--- src/rtl/m68k_region_decoder_if.sv ---
// Bus bundle between a 68000 CPU and its region decoder.
// The CPU side (master) drives address, strobe, direction and the region
// enables. The decoder side (slave) returns the chip selects and the bus
// termination signals.
interface m68k_region_decoder_if #(
    parameter int ADDR_W = 24,
    parameter int N_REG  = 32
);
    logic [ADDR_W-1:0] cpu_a;
    logic              cpu_as_n;
    logic              cpu_rw;
    logic [N_REG-1:0]  region_en;
    logic [N_REG-1:0]  cs;
    logic [5:0]        hit_idx;
    logic              miss;
    logic              dtack_n;
    logic              berr_n;

    modport master (
        output cpu_a, cpu_as_n, cpu_rw, region_en,
        input  cs, hit_idx, miss, dtack_n, berr_n
    );

    modport slave (
        input  cpu_a, cpu_as_n, cpu_rw, region_en,
        output cs, hit_idx, miss, dtack_n, berr_n
    );
endinterface

--- src/rtl/m68k_region_decoder.sv ---
// Registered address decoder and bus-cycle controller for a 68000 bus.
// Each region is a start/end window on the low DEC_BITS address bits, so
// higher address bits mirror. The lowest-numbered hitting region wins. A hit
// is acknowledged with DTACK after the region's wait states; an unmapped
// access ends in BERR after TIMEOUT cycles, or in DTACK with an open bus
// when TIMEOUT is 0.
module m68k_region_decoder #(
    parameter int                      N_REG       = 32,
    parameter int                      ADDR_W      = 24,
    parameter int                      DEC_BITS    = 20,
    parameter logic [N_REG*ADDR_W-1:0] REG_START   = '0,
    parameter logic [N_REG*ADDR_W-1:0] REG_END     = '0,
    parameter logic [N_REG*4-1:0]      WAIT_STATES = '0,
    parameter logic [N_REG-1:0]        RD_ONLY     = '0,
    parameter int                      TIMEOUT     = 16
) (
    input logic                   clk,
    input logic                   reset,
    m68k_region_decoder_if.slave  bus
);

    // The counter must hold both a 4-bit wait-state count and the timeout.
    localparam int TO_W     = (TIMEOUT > 0) ? $clog2(TIMEOUT + 1) : 1;
    localparam int CNT_W    = (TO_W > 4) ? TO_W : 4;
    localparam bit OPEN_BUS = (TIMEOUT == 0);

    typedef enum logic [1:0] {
        IDLE,
        WAIT,
        ACK,
        ERR
    } state_t;

    state_t             state;
    logic [CNT_W-1:0]   counter;
    logic [N_REG-1:0]   cs_q;
    logic [5:0]         hit_idx_q;
    logic               miss_q;
    logic               dtack_n_q;
    logic               berr_n_q;

    logic [N_REG-1:0]   hit_vec;
    logic [N_REG-1:0]   dec_cs;
    logic [5:0]         dec_idx;
    logic               dec_hit;
    logic [3:0]         dec_ws;
    logic [DEC_BITS-1:0] dec_a;

    assign dec_a = bus.cpu_a[DEC_BITS-1:0];

    // Address bits above DEC_BITS are ignored, which is what makes mirrors.
    generate
        if (DEC_BITS < ADDR_W) begin : g_mirror
            logic unused_hi;
            assign unused_hi = ^bus.cpu_a[ADDR_W-1:DEC_BITS];
        end
    endgenerate

    // Per-region window compare on the live address.
    always_comb begin
        // NOTE: every combinational output gets a default before any
        // conditional assignment, so no path leaves it holding a value (latch).
        hit_vec = '0;
        for (int i = 0; i < N_REG; i++) begin
            hit_vec[i] = bus.region_en[i]
                       && (dec_a >= REG_START[i*ADDR_W +: DEC_BITS])
                       && (dec_a <= REG_END[i*ADDR_W +: DEC_BITS])
                       && (!RD_ONLY[i] || bus.cpu_rw);
        end
    end

    // Priority select: scanning from the top down leaves the lowest hit last.
    always_comb begin
        dec_cs  = '0;
        dec_idx = '0;
        dec_hit = 1'b0;
        dec_ws  = '0;
        for (int i = N_REG - 1; i >= 0; i--) begin
            if (hit_vec[i]) begin
                dec_cs    = '0;
                dec_cs[i] = 1'b1;
                dec_idx   = 6'(i);
                dec_hit   = 1'b1;
                dec_ws    = WAIT_STATES[i*4 +: 4];
            end
        end
    end

    // Bus-cycle FSM: latch the decode at the start of a cycle, count waits,
    // then terminate with DTACK or BERR until the strobe is released.
    always_ff @(posedge clk or posedge reset) begin
        // NOTE: state registers use non-blocking assignments so every register
        // updates from pre-edge values, independent of statement order.
        if (reset) begin
            state     <= IDLE;
            counter   <= '0;
            cs_q      <= '0;
            hit_idx_q <= '0;
            miss_q    <= 1'b0;
            dtack_n_q <= 1'b1;
            berr_n_q  <= 1'b1;
        end else if (bus.cpu_as_n) begin
            // Strobe released (normally or as an abort): end the cycle.
            state     <= IDLE;
            counter   <= '0;
            cs_q      <= '0;
            hit_idx_q <= '0;
            miss_q    <= 1'b0;
            dtack_n_q <= 1'b1;
            berr_n_q  <= 1'b1;
        end else begin
            case (state)
                IDLE: begin
                    cs_q      <= dec_cs;
                    hit_idx_q <= dec_idx;
                    miss_q    <= !dec_hit;
                    counter   <= dec_hit ? CNT_W'(dec_ws) : CNT_W'(TIMEOUT);
                    state     <= WAIT;
                end
                WAIT: begin
                    if (!miss_q || OPEN_BUS) begin
                        if (counter == '0) begin
                            dtack_n_q <= 1'b0;
                            state     <= ACK;
                        end else begin
                            counter <= counter - 1'b1;
                        end
                    end else begin
                        if (counter == CNT_W'(1)) begin
                            berr_n_q <= 1'b0;
                            state    <= ERR;
                        end else if (counter != '0) begin
                            counter <= counter - 1'b1;
                        end
                    end
                end
                ACK, ERR: begin
                    state <= state;
                end
                default: begin
                    state <= IDLE;
                end
            endcase
        end
    end

    assign bus.cs      = cs_q;
    assign bus.hit_idx = hit_idx_q;
    assign bus.miss    = miss_q;
    assign bus.dtack_n = dtack_n_q;
    assign bus.berr_n  = berr_n_q;

endmodule
--- src/flat_wrapper.sv ---
// flat-port wrapper written by rule: the top's interface ports become plain ports
module m68k_region_decoder_flat 
#(
    parameter int                      N_REG       = 32,
    parameter int                      ADDR_W      = 24,
    parameter int                      DEC_BITS    = 20,
    parameter logic [N_REG*ADDR_W-1:0] REG_START   = '0,
    parameter logic [N_REG*ADDR_W-1:0] REG_END     = '0,
    parameter logic [N_REG*4-1:0]      WAIT_STATES = '0,
    parameter logic [N_REG-1:0]        RD_ONLY     = '0,
    parameter int                      TIMEOUT     = 16
)
  (clk, reset, bus_cpu_a, bus_cpu_as_n, bus_cpu_rw, bus_region_en, bus_cs, bus_hit_idx, bus_miss, bus_dtack_n, bus_berr_n);
  m68k_region_decoder_if #(.ADDR_W(ADDR_W), .N_REG(N_REG)) bus_i ();
  input logic clk;
  input logic reset;
  input wire logic [$bits(bus_i.cpu_a)-1:0] bus_cpu_a;
  input wire logic [$bits(bus_i.cpu_as_n)-1:0] bus_cpu_as_n;
  input wire logic [$bits(bus_i.cpu_rw)-1:0] bus_cpu_rw;
  input wire logic [$bits(bus_i.region_en)-1:0] bus_region_en;
  output wire logic [$bits(bus_i.cs)-1:0] bus_cs;
  output wire logic [$bits(bus_i.hit_idx)-1:0] bus_hit_idx;
  output wire logic [$bits(bus_i.miss)-1:0] bus_miss;
  output wire logic [$bits(bus_i.dtack_n)-1:0] bus_dtack_n;
  output wire logic [$bits(bus_i.berr_n)-1:0] bus_berr_n;
  assign bus_i.cpu_a = bus_cpu_a;
  assign bus_i.cpu_as_n = bus_cpu_as_n;
  assign bus_i.cpu_rw = bus_cpu_rw;
  assign bus_i.region_en = bus_region_en;
  assign bus_cs = bus_i.cs;
  assign bus_hit_idx = bus_i.hit_idx;
  assign bus_miss = bus_i.miss;
  assign bus_dtack_n = bus_i.dtack_n;
  assign bus_berr_n = bus_i.berr_n;
  m68k_region_decoder #(.N_REG(N_REG), .ADDR_W(ADDR_W), .DEC_BITS(DEC_BITS), .REG_START(REG_START), .REG_END(REG_END), .WAIT_STATES(WAIT_STATES), .RD_ONLY(RD_ONLY), .TIMEOUT(TIMEOUT)) u_core (.clk(clk), .reset(reset), .bus(bus_i));
endmodule
--- config.mk ---
export PLATFORM = sky130hd
export DESIGN_NAME = m68k_region_decoder_flat
export DESIGN_NICKNAME = d
export VERILOG_FILES = /design/src/rtl/m68k_region_decoder_if.sv /design/src/rtl/m68k_region_decoder.sv /design/src/flat_wrapper.sv
export SDC_FILE = /design/constraint.sdc
export NUM_CORES = 1
export LEC_CHECK = 0
export CAP_MARGIN = 20
export CELL_PAD_IN_SITES_DETAIL_PLACEMENT = 1
export CELL_PAD_IN_SITES_GLOBAL_PLACEMENT = 1
export CORE_ASPECT_RATIO = 0.7
export CORE_MARGIN = 2
export CORE_UTILIZATION = 29
export CTS_CLUSTER_SIZE = 25
export DETAILED_ROUTE_END_ITERATION = 10
export HOLD_SLACK_MARGIN = 0.06
export MAX_ROUTING_LAYER = met4
export PLACE_DENSITY_LB_ADDON = 0.1
export SYNTH_ARGS = -nofsm -noshare
export SYNTH_HDL_FRONTEND = slang
export SYNTH_SLANG_ARGS = --single-unit
--- constraint.sdc ---
create_clock -name clk -period 2.1 [get_ports clk]
set_clock_uncertainty 0.1 [all_clocks]
set_input_delay 0.42 -clock clk [delete_from_list [all_inputs] [get_ports clk]]
set_output_delay 0.42 -clock clk [all_outputs]
set_load 0.02 [all_outputs]
# Word level (Yosys, flattened, before mapping)
# Cells that the tools add are included.
# totals
regBits,48
input_bits,60
elab_cells,222
# op_classes
n_addsub,1
magnitude_cmp,2
n_eq_ne,11
muxes,122
n_reduce_logical,79
# ops
operator,count
32-bit two-way mux,34
5-bit two-way mux,38
1-bit logical AND,64
1-bit two-way mux,42
20-bit by 1-bit greater-or-equal comparator with 1-bit output (second input constant),1
20-bit by 1-bit less-or-equal comparator with 1-bit output (second input constant),1
6-bit two-way mux,2
4-bit inequality test (second input constant),3
5-bit one-hot mux with 2 select lines,1
2-bit nonzero test,5
3-bit AND reduction,3
2-bit two-way mux,4
5-bit by 1-bit equality test with 1-bit output (second input constant),1
5-bit zero test,1
5-bit nonzero test,1
5-bit by 1-bit subtractor with 5-bit output (second input constant),1
2-bit equality test (second input constant),2
2-bit inequality test (second input constant),2
4-bit by 2-bit inequality test with 1-bit output (second input constant),1
4-bit by 3-bit inequality test with 1-bit output (second input constant),1
2-bit one-hot mux with 2 select lines,1
4-bit AND reduction,1
3-bit nonzero test,1
2-bit by 1-bit equality test with 1-bit output (second input constant),1
3 further kinds,3

# Longest topological paths before layout
# logic_depth
word_depth,38
mapped_depth,7
ltp_nobuf,7

# Worst setup path before layout
# Ideal clock, no wire load.
# synth_timing
path_kind,input to register
startpoint,input port bus_cpu_a[2]
endpoint,"register u_core.cs_q[27], in the netlist u_core.bus.cs[27]"
setup_ps,92
arrival_ps,2118
path_slack_ps,-210
cell_stages,5
n_path_buf,0
cell_sequence,or4_1 -> or4b_4 -> nor4b_4 -> o21ai_2 -> o31ai_2
# synth_between
elab_chain_cells,36
# synth_rtl
element,line_no,text
"start, declared",flat_wrapper.sv:17,input wire logic [$bits(bus_i.cpu_a)-1:0] bus_cpu_a;
20-bit by 1-bit greater-or-equal comparator with 1-bit output,m68k_region_decoder.sv:66,&& (dec_a >= REG_START[i*ADDR_W +: DEC_BITS])
1-bit logical AND,m68k_region_decoder.sv:66,
1-bit logical AND,m68k_region_decoder.sv:67,&& (dec_a <= REG_END[i*ADDR_W +: DEC_BITS])
32-bit two-way mux (30 in series),m68k_region_decoder.sv:79,if (hit_vec[i]) begin
32-bit two-way mux (*),m68k_region_decoder.sv:79,
32-bit two-way mux (*),m68k_region_decoder.sv:112,case (state)
32-bit two-way mux (*),m68k_region_decoder.sv:102,end else if (bus.cpu_as_n) begin
"end signal, assigned",m68k_region_decoder.sv:114,cs_q <= dec_cs;
"end, declared",m68k_region_decoder.sv:36,logic [N_REG-1:0] cs_q;
# Mark *: on every way between the ends. The rest lies on a longest branch, timed or not. The select of a mux whose other input is x is not followed.
# A chain may end at the register's enable or synchronous reset.

# Worst setup path in the final report
# layout_timing
startpoint,input port bus_cpu_a[8]
endpoint,"register u_core.cs_q[29], in the netlist u_core.bus.cs[29]"
# Same word-level chain as after synthesis.

==> impl_summary.md <==
Final layout
The finished layout holds 573 standard cells, fillers aside. The area of all placed cells without fillers is 4670 um2. The post-layout net count is 515. 0 antenna diodes ended up in the layout.

The ratio of cells with drive above 1 in the final layout is 34.2%. The area added between synthesis and finish is 83.1%.

Synthesis
The biggest area contributor in the post-synthesis netlist is sky130_fd_sc_hd__dfrtp_1. The Yosys step of the flow raised 0 warnings. Among all cell types in the netlist, the one instantiated most often is sky130_fd_sc_hd__dfrtp_1. In this run the cell area of the synthesized design comes to 2550 um2.

The most used flip-flop cell after synthesis is sky130_fd_sc_hd__dfrtp_1. Counting flops with an async set or reset pin after synthesis yields a share of 100%. After technology mapping, the gate count stands at 268. The synthesized design contains 0 enable-type register cells. By count the netlist is led by sky130_fd_sc_hd__dfrtp_1, sky130_fd_sc_hd__nor2_1, sky130_fd_sc_hd__nand2_1. The number of different library cells in the post-synthesis netlist is 54. Sequential elements use 46.2% of the synthesized area.

The synthesized design devotes to its leading area cell type 44.2% of total area. In this run the mean area of a mapped cell was 9.51 um2. The number of nets in the synthesized netlist is 331.

The post-synthesis sequential element count is 47. By area the synthesized netlist is led by sky130_fd_sc_hd__dfrtp_1, sky130_fd_sc_hd__a32o_1, sky130_fd_sc_hd__nor2_1, sky130_fd_sc_hd__nand2_1, sky130_fd_sc_hd__a22o_1.

Clock tree
Buffers inserted during clock tree synthesis total 5. The cell sitting at the root of the clock tree is a sky130_fd_sc_hd__clkbuf_16. The H-tree was split into 2 levels.

The later pin in the worst-skew pair is clocked with a latency of 0.29 ns. The clock passes through at most 2 buffers. After clock tree synthesis, the flow added hold-fix buffers numbering 0. TritonCTS built the clock tree.

The number of clock sinks seen by CTS is 47. After clock tree synthesis, the clock-pin slew on the worst setup and hold paths is 0.07 ns.

Floorplan
The overall die height is 82.5 um. The number of top-level pins is 101. The chip width is 116 um.

The overall die area is 9570 um2. The initialized floorplan defines 28 standard-cell rows. For this configuration, the core starts out at a cell density of 30.1%. The standard cell core area is 8480 um2.

Place
The final weighted congestion in routability-driven placement is 0.820. After detailed placement, the design holds a cell count of 558. Once detailed placement completed, the half-perimeter wirelength came to 7940 um. The standard cell area after detailed placement is 4260 um2. In this run the tool buffered the top-level ports with 94 buffer cells.

Global routing
The number of antenna violations at the first check in global routing came to 0. The via count of the first global-routing pass is 3183. The total overflow left after global routing is 0.

Entering global routing, the biggest net connects 48 pins. The wire length of the first global-routing pass is 16300 um. For this run, the total global-route usage over all layers was measured as 22.9%.

Timing
The number of hold violations in the final report is 0. After layout, the minimum clock period comes to 2.22 ns. Across all setup checks in the final design, the least slack found is -0.116 ns. The number of slew-limit violations in the final report came to 0.

The final count of negative-setup-slack endpoints is 9. The portion of the clock cycle consumed by the worst path in the final layout is 106%. Setup repair after global routing could not meet its margin everywhere. The highest achievable clock rate is 0.451 GHz.

Job
The number of max-cap violations is 0.

Min path
The worst hold path passes through 2 cells. For hold timing, the worst endpoint is u_core.bus.hit_idx[3]$_DFFE_PP0P_. In this run the worst hold path is classified as reg -> reg. The worst hold path startpoint is u_core.bus.hit_idx[3]$_DFFE_PP0P_.

Drt
Dividing the detail-routed wire length by the instance count gives 17.9 um. The count of nets left with antenna violations once routing finished came out at 0. The detailed-routing iteration count for the pre-antenna-repair pass is 4.

The routed layout has 2924 vias. For this run, design rule violations remaining after detail routing come to 0. Wires add up to 10300 um. The average vias per placed instance is 5.10. The number of DRC markers in iteration 0 is 88.

Worst setup path
STA classifies the critical path startpoint as an input pin. The worst setup path is captured at a flop. For the worst setup path, the data required time is 2.22 ns.

The worst reg2reg path startpoint is u_core.state[1]$_DFFE_PP0P_. The highest net fanout along the worst path is 3. The endpoint identified for the worst register-to-register timing path is u_core.bus.cs[29]$_DFFE_PP0P_.

The critical path is of the in -> reg type. STA puts the critical path data arrival time at 2.34 ns. Setup slack on the worst reg-to-reg path comes out at -0.08 ns. The number of cell instances on the worst register-to-register path is 6.

Pwr
In this run the power density over the cells is 638 nW/um2. The sum of internal, switching and leakage power is 2.98 mW. The peak supply drop is 0.410 mV. The standby leakage power is 2.19 nW.

Status
The checks that failed: setup timing. The flow ran to the end, but the final reports show violations.
timing repair:
item / 4_1_cts / 5_1_grt
setup endpoints to repair: 40 / 40
endpoints found under the hold margin: 0 / 0
resized for setup: 50 / 52
setup buffers: 5 / 2
pin swaps: 13 / 24
metal layers:
metal	vias to the layer above	wire [um]	GRT usage, %
met4	0	46	2.86
met1	1449	4980	30.7
met2	81	4790	38.0
li1	1388	-	-
met5	-	0	-
met3	6	473	3.87
through the flow:
step                hold WS [ns]  TNS, ns  util, %  setup WS (ns)
finish                     0.367   -0.364     55.1         -0.116
global route               0.413    -1.07     55.1         -0.179
CTS                        0.376    -1.36     53.6         -0.235
detailed placement         0.362   -20.07     50.2         -0.720
global placement           0.357   -18.03     50.2         -0.635
floorplan                  0.372   -0.645        -         -0.127
power breakdown:
part	total, mW	switching [mW]	internal [mW]
registers	1.06	0.0720	0.984
logic	0.977	0.542	0.435
clock network	0.946	0.353	0.593
total	2.98	0.967	2.01
final cells by class:
cell class,instances,area (um2)
repair buffers,186,1660
multi-input cells,198,1450
well taps,120,150
inverters,14,52.6
clock buffers,6,139
fillers,985,3810
flip-flops and latches,47,1180
clock inverters,2,35.0
flip-flops by register name (all words and copies together), names as in the netlist:
signal / cells
u_core.bus.berr_n: 1
u_core.bus.cs: 32
u_core.bus.dtack_n: 1
u_core.bus.hit_idx: 5
u_core.bus.miss: 1
u_core.counter: 5
u_core.state: 2
cells by family after synthesis:
family          after synthesis  share of synthesized area (%)
buf+inv                      23                           3.83
xor+xnor                      2                          0.687
compound gates               74                           23.2
fa+ha+maj                     3                           1.47
other cells                   1                          0.147
simple gates                118                           24.5
flops                        47                           46.2
cell usage in the layout (no fill, tap or decap), types with 3 or more instances in the layout:
cell type / netlist / routed
sky130_fd_sc_hd__a21oi_1: 6 / 6
sky130_fd_sc_hd__a22o_1: 12 / 12
sky130_fd_sc_hd__a32o_1: 16 / 15
sky130_fd_sc_hd__buf_4: 1 / 87
sky130_fd_sc_hd__buf_6: 1 / 5
sky130_fd_sc_hd__clkbuf_16: 0 / 5
sky130_fd_sc_hd__clkbuf_2: 0 / 7
sky130_fd_sc_hd__clkdlybuf4s15_1: 0 / 4
sky130_fd_sc_hd__clkdlybuf4s50_1: 0 / 58
sky130_fd_sc_hd__dfrtp_1: 45 / 45
sky130_fd_sc_hd__dlygate4sd2_1: 0 / 5
sky130_fd_sc_hd__dlymetal6s2s_1: 0 / 18
sky130_fd_sc_hd__ha_1: 3 / 3
sky130_fd_sc_hd__inv_1: 14 / 13
sky130_fd_sc_hd__nand2_1: 30 / 27
sky130_fd_sc_hd__nand2_2: 0 / 3
sky130_fd_sc_hd__nand2b_1: 3 / 3
sky130_fd_sc_hd__nand4_1: 4 / 4
sky130_fd_sc_hd__nor2_1: 31 / 24
sky130_fd_sc_hd__nor2_2: 0 / 7
sky130_fd_sc_hd__nor3_1: 12 / 10
sky130_fd_sc_hd__nor4_1: 15 / 4
sky130_fd_sc_hd__nor4_2: 0 / 8
sky130_fd_sc_hd__nor4_4: 1 / 4
sky130_fd_sc_hd__o21ai_0: 11 / 10
sky130_fd_sc_hd__o21ai_2: 2 / 3
sky130_fd_sc_hd__o31ai_1: 5 / 5
critical path, stage by stage:
cell and delay [ns]:
sky130_fd_sc_hd__clkbuf_2 0.09, sky130_fd_sc_hd__or4_4 0.53, sky130_fd_sc_hd__or4b_4 0.60, sky130_fd_sc_hd__nor4b_4 0.32, sky130_fd_sc_hd__o21ai_2 0.12, sky130_fd_sc_hd__buf_4 0.15, sky130_fd_sc_hd__o21ai_2 0.11
worst max path at each step:
stage                                 from                             to  slack [ns]
2_1_floorplan                 bus_cpu_a[5]  u_core.bus.cs[27]$_DFFE_PP0P_       -0.13
3_3_place_gp                  bus_cpu_a[5]  u_core.bus.cs[31]$_DFFE_PP0P_       -0.63
3_5_place_dp                  bus_cpu_a[2]  u_core.bus.cs[31]$_DFFE_PP0P_       -0.72
4_1_cts        u_core.state[0]$_DFFE_PP0P_  u_core.bus.cs[31]$_DFFE_PP0P_       -0.24
5_1_grt        u_core.state[1]$_DFFE_PP0P_  u_core.bus.cs[29]$_DFFE_PP0P_       -0.18
6_report                      bus_cpu_a[8]  u_core.bus.cs[29]$_DFFE_PP0P_       -0.12
(Power assumes the default switching activity.)
